### src/rtl/wind_pkg.sv
// wind_pkg: shared types and constants for the wind generator.
//   wind_state_t  - ramp FSM states (IDLE, DRAW, RAMP)
//   LFSR_TAPS16/32 - Galois right-shift feedback masks
//   WIND_*_DEF    - default range / reset values
//   lfsr_taps()   - picks the tap mask for a given LFSR width
package wind_pkg;

  typedef enum logic [1:0] {
    IDLE = 2'd0,
    DRAW = 2'd1,
    RAMP = 2'd2
  } wind_state_t;

  localparam logic [31:0] LFSR_TAPS16   = 32'h0000_B400;
  localparam logic [31:0] LFSR_TAPS32   = 32'h8020_0003;
  localparam int unsigned WIND_MAX_DEF  = 100;
  localparam int unsigned WIND_INIT_DEF = 50;

  function automatic logic [31:0] lfsr_taps(input int unsigned w);
    return (w == 32) ? LFSR_TAPS32 : LFSR_TAPS16;
  endfunction

endpackage

### src/rtl/wind_gen_if.sv
// wind_gen_if: game-control side bundle of the wind generator.
//   next_turn          - level, rising edge requests a new wind draw
//   enter_start_remote - pulse, latches mirrored (remote) view
//   reset_flag         - game restart
//   wind               - current wind, mirrored when latched
//   wind_target        - current target, unmirrored
//   wind_settled       - high when the ramp is idle
// master drives the requests, slave (the generator) drives the wind outputs.
interface wind_gen_if #(
  parameter int unsigned WIND_W = 7
);
  logic              next_turn;
  logic              enter_start_remote;
  logic              reset_flag;
  logic [WIND_W-1:0] wind;
  logic [WIND_W-1:0] wind_target;
  logic              wind_settled;

  modport master (
    output next_turn, enter_start_remote, reset_flag,
    input  wind, wind_target, wind_settled
  );

  modport slave (
    input  next_turn, enter_start_remote, reset_flag,
    output wind, wind_target, wind_settled
  );
endinterface

### src/rtl/wind_gen_lfsr.sv
// wind_lfsr: Galois right-shift LFSR, advances one step per cycle with step high.
//   clk, rst - clock, synchronous active-high reset (loads LFSR_SEED)
//   step     - advance one position
//   value    - current LFSR state
module wind_lfsr import wind_pkg::*; #(
  parameter int unsigned       LFSR_W    = 16,
  parameter logic [LFSR_W-1:0] LFSR_SEED = 16'hACE1
) (
  input  logic              clk,
  input  logic              rst,
  input  logic              step,
  output logic [LFSR_W-1:0] value
);

  localparam logic [LFSR_W-1:0] TAPS = LFSR_W'(lfsr_taps(LFSR_W));

  always_ff @(posedge clk) begin
    if (rst)
      value <= LFSR_SEED;
    else if (step)
      value <= (value >> 1) ^ (value[0] ? TAPS : '0);
  end

endmodule

### src/rtl/wind_gen.sv
// wind_gen: pseudo-random wind source for the game-control layer.
// Each rising edge of next_turn draws a new target in [0, WIND_MAX] from an
// LFSR; the internal wind value then walks toward it by one unit every
// RAMP_DIV cycles. The output can be mirrored (WIND_MAX - value) for the
// remote player's view.
//   clk, rst - clock, synchronous active-high reset
//   bus      - wind_gen_if.slave: next_turn, enter_start_remote, reset_flag in;
//              wind, wind_target, wind_settled out (all registered)
// Optional build macro WIND_GUST_EN: while idle, a +1 gust offset toggles
// every 8*RAMP_DIV cycles (clamped to WIND_MAX); absent, wind is the ramp value.
module wind_gen import wind_pkg::*; #(
  parameter int unsigned WIND_W    = 7,
  parameter int unsigned WIND_MAX  = WIND_MAX_DEF,
  parameter int unsigned WIND_INIT = WIND_INIT_DEF,
  parameter int unsigned LFSR_W    = 16,
  parameter logic [31:0] LFSR_SEED = 32'h0000_ACE1,
  parameter int unsigned RAMP_DIV  = 1_000_000
) (
  input  logic      clk,
  input  logic      rst,
  wind_gen_if.slave bus
);

  localparam logic [WIND_W-1:0] MAX_V    = WIND_W'(WIND_MAX);
  localparam logic [WIND_W-1:0] INIT_V   = WIND_W'(WIND_INIT);
  localparam int unsigned       CNT_W    = (RAMP_DIV > 1) ? $clog2(RAMP_DIV) : 1;
  localparam logic [CNT_W-1:0]  CNT_TERM = CNT_W'(RAMP_DIV - 1);
  localparam logic [15:0]       SCALE_M  = 16'(WIND_MAX + 1);

  wind_state_t       state, state_n;
  logic [WIND_W-1:0] cur, cur_n, tgt, tgt_n, scaled, val;
  logic [CNT_W-1:0]  cnt, cnt_n;
  logic              mirror, mirror_n;
  logic              nt_prev, draw_req, step;
  logic [LFSR_W-1:0] lfsr;
  logic [15:0]       prod;
  logic [WIND_W-1:0] wind_q;
  logic              settled_q;
  logic              lfsr_unused;

  wind_lfsr #(
    .LFSR_W    (LFSR_W),
    .LFSR_SEED (LFSR_SEED[LFSR_W-1:0])
  ) u_lfsr (
    .clk   (clk),
    .rst   (rst),
    .step  (step),
    .value (lfsr)
  );

  // Only the top byte feeds the scaler; the low bits just carry the sequence.
  assign lfsr_unused = ^lfsr[LFSR_W-9:0];

  // Top byte * (WIND_MAX+1) / 256 maps 0..255 onto 0..WIND_MAX with no modulo bias step.
  assign prod   = 16'(lfsr[LFSR_W-1 -: 8]) * SCALE_M;
  assign scaled = WIND_W'(prod >> 8);

  assign draw_req = bus.next_turn & ~nt_prev;

  always_comb begin
    state_n  = state;
    cur_n    = cur;
    tgt_n    = tgt;
    cnt_n    = cnt;
    mirror_n = mirror | bus.enter_start_remote;
    step     = 1'b0;
    if (bus.reset_flag) begin
      // Restart wins over mirror pulses and draw requests; LFSR keeps its place.
      state_n  = IDLE;
      cur_n    = INIT_V;
      tgt_n    = INIT_V;
      cnt_n    = '0;
      mirror_n = 1'b0;
    end else begin
      unique case (state)
        IDLE: ;
        DRAW: begin
          tgt_n   = scaled;
          cnt_n   = '0;
          state_n = (scaled == cur) ? IDLE : RAMP;
        end
        RAMP: begin
          if (cur == tgt) begin
            state_n = IDLE;
          end else if (cnt == CNT_TERM) begin
            cnt_n = '0;
            cur_n = (cur < tgt) ? cur + 1'b1 : cur - 1'b1;
            if (cur_n == tgt) state_n = IDLE;
          end else begin
            cnt_n = cnt + 1'b1;
          end
        end
        default: state_n = IDLE;
      endcase
      // A fresh request overrides the current state; cur is left where it is,
      // so the next ramp continues from the present value without a jump.
      if (draw_req) begin
        step    = 1'b1;
        state_n = DRAW;
      end
    end
  end

  always_ff @(posedge clk) begin
    if (rst) begin
      state   <= IDLE;
      cur     <= INIT_V;
      tgt     <= INIT_V;
      cnt     <= '0;
      mirror  <= 1'b0;
      nt_prev <= 1'b0;
    end else begin
      state   <= state_n;
      cur     <= cur_n;
      tgt     <= tgt_n;
      cnt     <= cnt_n;
      mirror  <= mirror_n;
      nt_prev <= bus.next_turn;
    end
  end

`ifdef WIND_GUST_EN
  localparam int unsigned        GUST_DIV  = 8 * RAMP_DIV;
  localparam int unsigned        GCNT_W    = (GUST_DIV > 1) ? $clog2(GUST_DIV) : 1;
  localparam logic [GCNT_W-1:0]  GCNT_TERM = GCNT_W'(GUST_DIV - 1);

  logic [GCNT_W-1:0] gust_cnt;
  logic              gust;

  always_ff @(posedge clk) begin
    if (rst || bus.reset_flag || state != IDLE) begin
      gust_cnt <= '0;
      gust     <= 1'b0;
    end else if (gust_cnt == GCNT_TERM) begin
      gust_cnt <= '0;
      gust     <= ~gust;
    end else begin
      gust_cnt <= gust_cnt + 1'b1;
    end
  end

  assign val = (gust && cur < MAX_V) ? cur + 1'b1 : cur;
`else
  assign val = cur;
`endif

  // Output stage: wind lags the internal value by one register; settled
  // tracks the state being entered so it rises with the final step.
  always_ff @(posedge clk) begin
    if (rst) begin
      wind_q    <= INIT_V;
      settled_q <= 1'b1;
    end else begin
      wind_q    <= mirror ? MAX_V - val : val;
      settled_q <= (state_n == IDLE);
    end
  end

  assign bus.wind         = wind_q;
  assign bus.wind_target  = tgt;
  assign bus.wind_settled = settled_q;

endmodule

### src/flat_wrapper.sv
// flat-port wrapper written by rule: the top's interface ports become plain ports
module wind_gen_flat import wind_pkg::*;
#(
  parameter int unsigned WIND_W    = 7,
  parameter int unsigned WIND_MAX  = WIND_MAX_DEF,
  parameter int unsigned WIND_INIT = WIND_INIT_DEF,
  parameter int unsigned LFSR_W    = 16,
  parameter logic [31:0] LFSR_SEED = 32'h0000_ACE1,
  parameter int unsigned RAMP_DIV  = 1_000_000
)
  (clk, rst, bus_next_turn, bus_enter_start_remote, bus_reset_flag, bus_wind, bus_wind_target, bus_wind_settled);
  wind_gen_if #(.WIND_W(WIND_W)) bus_i ();
  input  logic clk;
  input  logic rst;
  input wire logic [$bits(bus_i.next_turn)-1:0] bus_next_turn;
  input wire logic [$bits(bus_i.enter_start_remote)-1:0] bus_enter_start_remote;
  input wire logic [$bits(bus_i.reset_flag)-1:0] bus_reset_flag;
  output wire logic [$bits(bus_i.wind)-1:0] bus_wind;
  output wire logic [$bits(bus_i.wind_target)-1:0] bus_wind_target;
  output wire logic [$bits(bus_i.wind_settled)-1:0] bus_wind_settled;
  assign bus_i.next_turn = bus_next_turn;
  assign bus_i.enter_start_remote = bus_enter_start_remote;
  assign bus_i.reset_flag = bus_reset_flag;
  assign bus_wind = bus_i.wind;
  assign bus_wind_target = bus_i.wind_target;
  assign bus_wind_settled = bus_i.wind_settled;
  wind_gen #(.WIND_W(WIND_W), .WIND_MAX(WIND_MAX), .WIND_INIT(WIND_INIT), .LFSR_W(LFSR_W), .LFSR_SEED(LFSR_SEED), .RAMP_DIV(RAMP_DIV)) u_core (.clk(clk), .rst(rst), .bus(bus_i));
endmodule
### config.mk
export PLATFORM = sky130hd
export DESIGN_NAME = wind_gen_flat
export DESIGN_NICKNAME = d
export VERILOG_FILES = /design/src/rtl/wind_pkg.sv /design/src/rtl/wind_gen_if.sv /design/src/rtl/wind_gen_lfsr.sv /design/src/rtl/wind_gen.sv /design/src/flat_wrapper.sv
export SDC_FILE = /design/constraint.sdc
export NUM_CORES = 1
export LEC_CHECK = 0
export CORE_MARGIN = 5
export CORE_UTILIZATION = 35
export DETAILED_ROUTE_END_ITERATION = 6
export PLACE_DENSITY_LB_ADDON = 0.08
export SKIP_CTS_REPAIR_TIMING = 1
export SYNTH_ARGS = -nofsm -noshare
export SYNTH_HDL_FRONTEND = slang
export SYNTH_HIERARCHICAL = 1
export SYNTH_SLANG_ARGS = --single-unit
### constraint.sdc
create_clock -name clk -period 11.2 [get_ports clk]
set_clock_uncertainty 0.15 [all_clocks]
set_input_delay 2.24 -clock clk [delete_from_list [all_inputs] [get_ports clk]]
set_output_delay 2.24 -clock clk [all_outputs]
set_load 0.01 [all_outputs]
After elaboration in Yosys (flattened, before gate mapping)
Index checks and enable logic that the tools add are counted.
{"block": "word_totals", "regBits": 62, "out_inout_bits": 15}
{"block": "classes", "mux": 15, "n_lt_le_gt_ge": 1, "n_eq_ne": 7, "n_mul": 1, "n_reduce_logical": 6, "n_addsub": 4, "n_bitwise": 5}
{"operator": "20-bit two-way mux", "n": 2}
{"operator": "20-bit case mux with 2 select lines", "n": 1}
{"operator": "7-bit equality test", "n": 3}
{"operator": "20-bit by 1-bit adder with 20-bit output (second input constant)", "n": 1}
{"operator": "20-bit equality test (second input constant)", "n": 1}
{"operator": "16-bit two-way mux", "n": 1}
{"operator": "15-bit by 16-bit XOR with 16-bit output", "n": 1}
{"operator": "8-bit by 7-bit multiplier with 15-bit output (second input constant)", "n": 1}
{"operator": "7-bit two-way mux", "n": 2}
{"operator": "2-bit two-way mux", "n": 6}
{"operator": "7-bit by 1-bit adder with 7-bit output (second input constant)", "n": 1}
{"operator": "7-bit less-than comparator", "n": 1}
{"operator": "7-bit by 1-bit subtractor with 7-bit output (second input constant)", "n": 1}
{"operator": "7-bit subtractor (first input constant)", "n": 1}
{"operator": "2-bit case mux with 3 select lines", "n": 1}
{"operator": "2-bit logical NOT", "n": 2}
{"operator": "3-bit AND reduction", "n": 1}
{"operator": "2-bit by 1-bit equality test with 1-bit output (second input constant)", "n": 1}
{"operator": "2-bit equality test (second input constant)", "n": 1}
{"operator": "1-bit two-way mux", "n": 2}
{"operator": "2-bit != test (second input constant)", "n": 1}
{"operator": "1-bit inverter", "n": 2}
{"operator": "2-bit AND reduction", "n": 1}
{"operator": "2-bit nonzero test", "n": 1}
{"operator": "other kinds (3)", "n": 3}

Depth between registers and ports, before layout
{"block": "depth", "depth_word": 10, "depth_mapped": 16, "depth_no_buf": 16}

Cells and area by module
The synthesis kept the hierarchy.
{"mod": "wind_gen", "instances": 1, "cells_per_inst": 434, "seq_area_each_um2": 920.9, "area_per_inst_um2": 3594.7}
{"mod": "wind_lfsr", "instances": 1, "cells_per_inst": 56, "seq_area_each_um2": 320.3, "area_per_inst_um2": 629.4}

Least setup slack after synthesis
Ideal clock, no wire load.
{"block": "synth_timing", "path_kind": "flip-flop to flip-flop", "start": "reg u_core.u_lfsr.value[10]", "end": "reg u_core.settled_q (netlist: u_core/bus.wind_settled)", "path_stages_with_launch": 16, "slack_ns": 7.042, "arrival_ns": 3.949, "cell_sequence": "dfxtp_1 ha_1 inv_1 fa_1 inv_1 ha_1 fa_1 ha_1 and2_4 a311o_1 a221o_1 o211ai_2 xor2_1 nand4_1 o31ai_2 and3b_1"}
{"block": "synth_between", "elab_chain_len": 7}
{"item": "from (decl)", "line_no": "wind_gen_lfsr.sv:12", "text": "output logic [LFSR_W-1:0] value"}
{"item": "from (signal assigned)", "line_no": "wind_gen_lfsr.sv:21", "text": "value <= (value >> 1) ^ (value[0] ? TAPS : '0);"}
{"item": "8-bit by 7-bit multiplier with 15-bit output", "line_no": "wind_gen.sv:55", "text": "assign prod = 16'(lfsr[LFSR_W-1 -: 8]) * SCALE_M;"}
{"item": "7-bit equality test", "line_no": "wind_gen.sv:80", "text": "state_n = (scaled == cur) ? IDLE : RAMP;"}
{"item": "2-bit two-way mux", "line_no": "wind_gen.sv:80"}
{"item": "2-bit case mux with 3 select lines", "line_no": "wind_gen.sv:75", "text": "unique case (state)"}
{"item": "2-bit two-way mux", "line_no": "wind_gen.sv:97", "text": "if (draw_req) begin"}
{"item": "2-bit two-way mux", "line_no": "wind_gen.sv:67", "text": "if (bus.reset_flag) begin"}
{"item": "2-bit logical NOT", "line_no": "wind_gen.sv:155", "text": "settled_q <= (state_n == IDLE);"}
{"item": "to (signal assigned)", "line_no": "wind_gen.sv:155"}
{"item": "to (decl)", "line_no": "wind_gen.sv:38", "text": "logic settled_q;"}
Every way passes these cells.
A chain may end at the register's enable or synchronous reset.

Final worst setup path
Same ends and word-level chain as after synthesis.

==> out/metrics.yaml <==
sta:
  hold_viol_final: 0
  rsz0062_at_grt: "no"
  tightest_slew_ns: 0.8380
  finalSetupTns_ns: 0
  post-route-min-period_ns: 4.467
  timing.fmax_mhz: 223.9
  fin_hold_ws_ns: 0.3063
  min_period_over_period: 0.3988
  setup_violations: 0
  slew_headroom: 0.4393
  slew_violations: 0
power:
  p_seq_frac: 0.327
  p_sw_mw: 0.2187
  switching_share: 0.3089
  p_int_mw: 0.4893
  vdd_drop_max_v: 0.00009689
  p_comb_frac: 0.315
  p_leak_nw: 1.905
  powerDensity_nw_per_um2: 147.8
  pwr-share-clk: 0.358
  p_total_mw: 0.7080
worst_setup_path:
  arrival_ns: 4.58
  regToRegEndpoint: "u_core/bus.wind_settled$_SDFF_PP1_"
  reg2reg_depth: 15
  crit_start: "u_core/u_lfsr/value[10]$_SDFFE_PP1P_"
  path_common_cell: "ha_1"
  crit_path_max_fanout: 6
  r2r_slack_ns: 6.73
  cpPeakStageDelay_ns: 0.50
  worst-setup-path-type: "flop to flop"
  cp-endpoint: "u_core/bus.wind_settled$_SDFF_PP1_"
  required_ns: 11.31
  critical_path.slowest_cell: "fa_1"
  end_kind: "flop"
  r2r-start: "u_core/u_lfsr/value[10]$_SDFFE_PP1P_"
  cp_cell_sequence: "ha_1 -> inv_1 -> fa_1 -> inv_1 -> ha_1 -> fa_1 -> ha_1 -> and2_4 -> a311o_1 -> a221o_1 -> xnor2_1 -> xnor2_1 -> nand4_1 -> o31ai_2 -> and3b_1"
  start_kind: "flop"
synthesis:
  synthTopCellsByArea: "dfxtp_1 (29%), ha_1 (16%), nor2_1 (5.5%)"
  synth.top_cell.area_share: 0.2938
  syn-num-nets: 555
  netlist_instances: 490
  yosys-top-cells-count: "dfxtp_1 (62), nor2_1 (62), ha_1 (55)"
  synth_seq_cells: 62
  ys_types: 62
  synth_top_area_cell: "dfxtp_1"
  async_flop_share: 0
  synth_edf_count: 0
  syn_area_sq_um: 4224
  yosysWarnings: 6
  yosysSeqAreaShare: 0.2938
  avgSynthCellArea_sq_um: 8.621
  ys.flop_type: "dfxtp_1"
clock_network:
  root_buffer: "clkbuf_16"
  cts_inserted_buffers: 9
  clock_path_buffers: 2
  h-tree-depth: 3
  cts_tree: "yes"
  clk_pin_slew_worst_paths_ns: 0.05
  clock_sinks: 62
  clock_latency_ns: 0.32
placed_design:
  globalplace.congestion: 0.8156
  port_buffers: 19
  dp.cells: 641
  dp_hpwl_microns: 7340
drt:
  vias_per_cell: 5.241
  firstDrtPassIters: 4
  drc: 0
  wl_per_cell_microns: 14.95
  drt-initial-drc-count: 152
  vias: 3438
  drtAntennaViolNets: 0
  drt-total-wl_microns: 9808
floorplanning:
  die-area_sq_um: 14370
  boundaryPins: 20
  die_height_microns: 119.9
  die_x_microns: 119.9
  core-area_sq_um: 11910
  rows: 40
  initial_core_util: 0.3546
final_layout:
  nFillCells: 1236
  areaGrowthSynthToFinish_pct: 13.39
  stdcell_count: 656
  nets: 570
  drive_gt1_frac: 0.05501
  diodes: 0
outcome:
  outcome: "finished, final reports clean"
global_route:
  grt_pass1_vias: 3320
  antenna_found_initial: 0
  grtUsageTotal: 0.1430
  grt_max_degree: 35
  overflow: 0
  grt_pass1_wl_microns: 16400
run:
  max-cap-violations: 0
hold_path:
  min_path_type: "flop to flop"
[cells in the final DEF, fill, tap and decap left out, types with 5 or more instances in the layout]
cell type         n
inv_1            24
clkbuf_16         9
clkdlybuf4s50_1  19
nand3_1          10
nor2b_1          11
and3_1            5
nor3_1            7
mux2i_1          11
xnor2_1          22
a211o_1           6
fa_1              5
dfxtp_1          62
a21oi_1          34
nor2_1           62
ha_1             55
o21ai_0          21
xor2_1           12
nand2_1          40
o21a_1            5
[critical path: cells and delay by family, from the launching register on]
family / cells / cell delay, ns
DFF: 1 / 0.36
xor gates and xnor gates: 2 / 0.42
adders and majority gates: 5 / 1.90
AOI/OAI and AO/OA: 3 / 1.02
buffers and inverters: 2 / 0.09
and+or+nand+nor: 3 / 0.46
[power groups by stage]
stage / registers [mW] / clock network (mW) / logic, mW
2_1_floorplan: 0.234 / 0 / 0.180
3_3_place_gp: 0.236 / 0 / 0.222
3_5_place_dp: 0.236 / 0 / 0.224
4_1_cts: 0.231 / 0.261 / 0.226
5_1_grt: 0.232 / 0.272 / 0.252
6_report: 0.231 / 0.254 / 0.223
[flip-flops by register name (all words and copies together) (netlist names)]
name,flops
u_core/bus.wind,7
u_core/bus.wind_settled,1
u_core/bus.wind_target,7
u_core/cnt,20
u_core/cur,7
u_core/mirror,1
u_core/nt_prev,1
u_core/state,2
u_core/u_lfsr/value,16
[per-layer routing]
metal	up-vias	wire length [microns]	global-route usage
met3	12	337	0.03346
li1	1757	-	-
met1	1623	4782	0.1888
met5	-	0	0
met2	46	4542	0.2320
met4	0	145	0.04366
[stage by stage]
stage / cell area [sq um] / util / setup WS, ns
after floorplan: 4224 / - / 7.042
after global placement: 4521 / 0.3795 / 6.732
after detailed placement: 4521 / 0.3795 / 6.640
after CTS: 4790 / 0.4021 / 6.709
after global routing: 4790 / 0.4021 / 6.427
final: 4790 / 0.4021 / 6.733
[logic make-up after synthesis]
group,after synthesis,share of synthesized area
mux,11,0.02607
simple gates,174,0.2014
compound gates,105,0.1623
buf+inv,41,0.04325
fa+ha+maj,60,0.1866
xor+xnor,37,0.08649
flops,62,0.2938
[area by class of cell]
type	count	area, sq um	share of cell area
multi-input cells	387	2800	0.5846
flip-flops and latches	62	1241	0.2591
clock buffers	14	264.0	0.05512
repair buffers	21	205.2	0.04284
well taps	147	183.9	0.03840
inverters	24	90.09	0.01881
clock inverters	1	5.005	0.001045
[worst min-delay path by stage]
| stage | end | startpoint | depth (start not counted) | slack [ns] |
|---|---|---|---|---|
| floorplan | u_core/u_lfsr/value[5]$_SDFFE_PP1P_ | u_core/u_lfsr/value[6]$_SDFFE_PP1P_ | 1 | 0.28 |
| finish | u_core/u_lfsr/value[6]$_SDFFE_PP1P_ | u_core/u_lfsr/value[7]$_SDFFE_PP1P_ | 1 | 0.31 |
| global placement | u_core/u_lfsr/value[5]$_SDFFE_PP1P_ | u_core/u_lfsr/value[6]$_SDFFE_PP1P_ | 1 | 0.29 |
| CTS | u_core/u_lfsr/value[6]$_SDFFE_PP1P_ | u_core/u_lfsr/value[7]$_SDFFE_PP1P_ | 1 | 0.31 |
| global route | u_core/cnt[18]$_SDFFE_PP0P_ | u_core/cnt[18]$_SDFFE_PP0P_ | 1 | 0.34 |
| detailed placement | u_core/u_lfsr/value[6]$_SDFFE_PP1P_ | u_core/u_lfsr/value[7]$_SDFFE_PP1P_ | 1 | 0.30 |
Note: power is estimated with default switching activity, not from simulation.
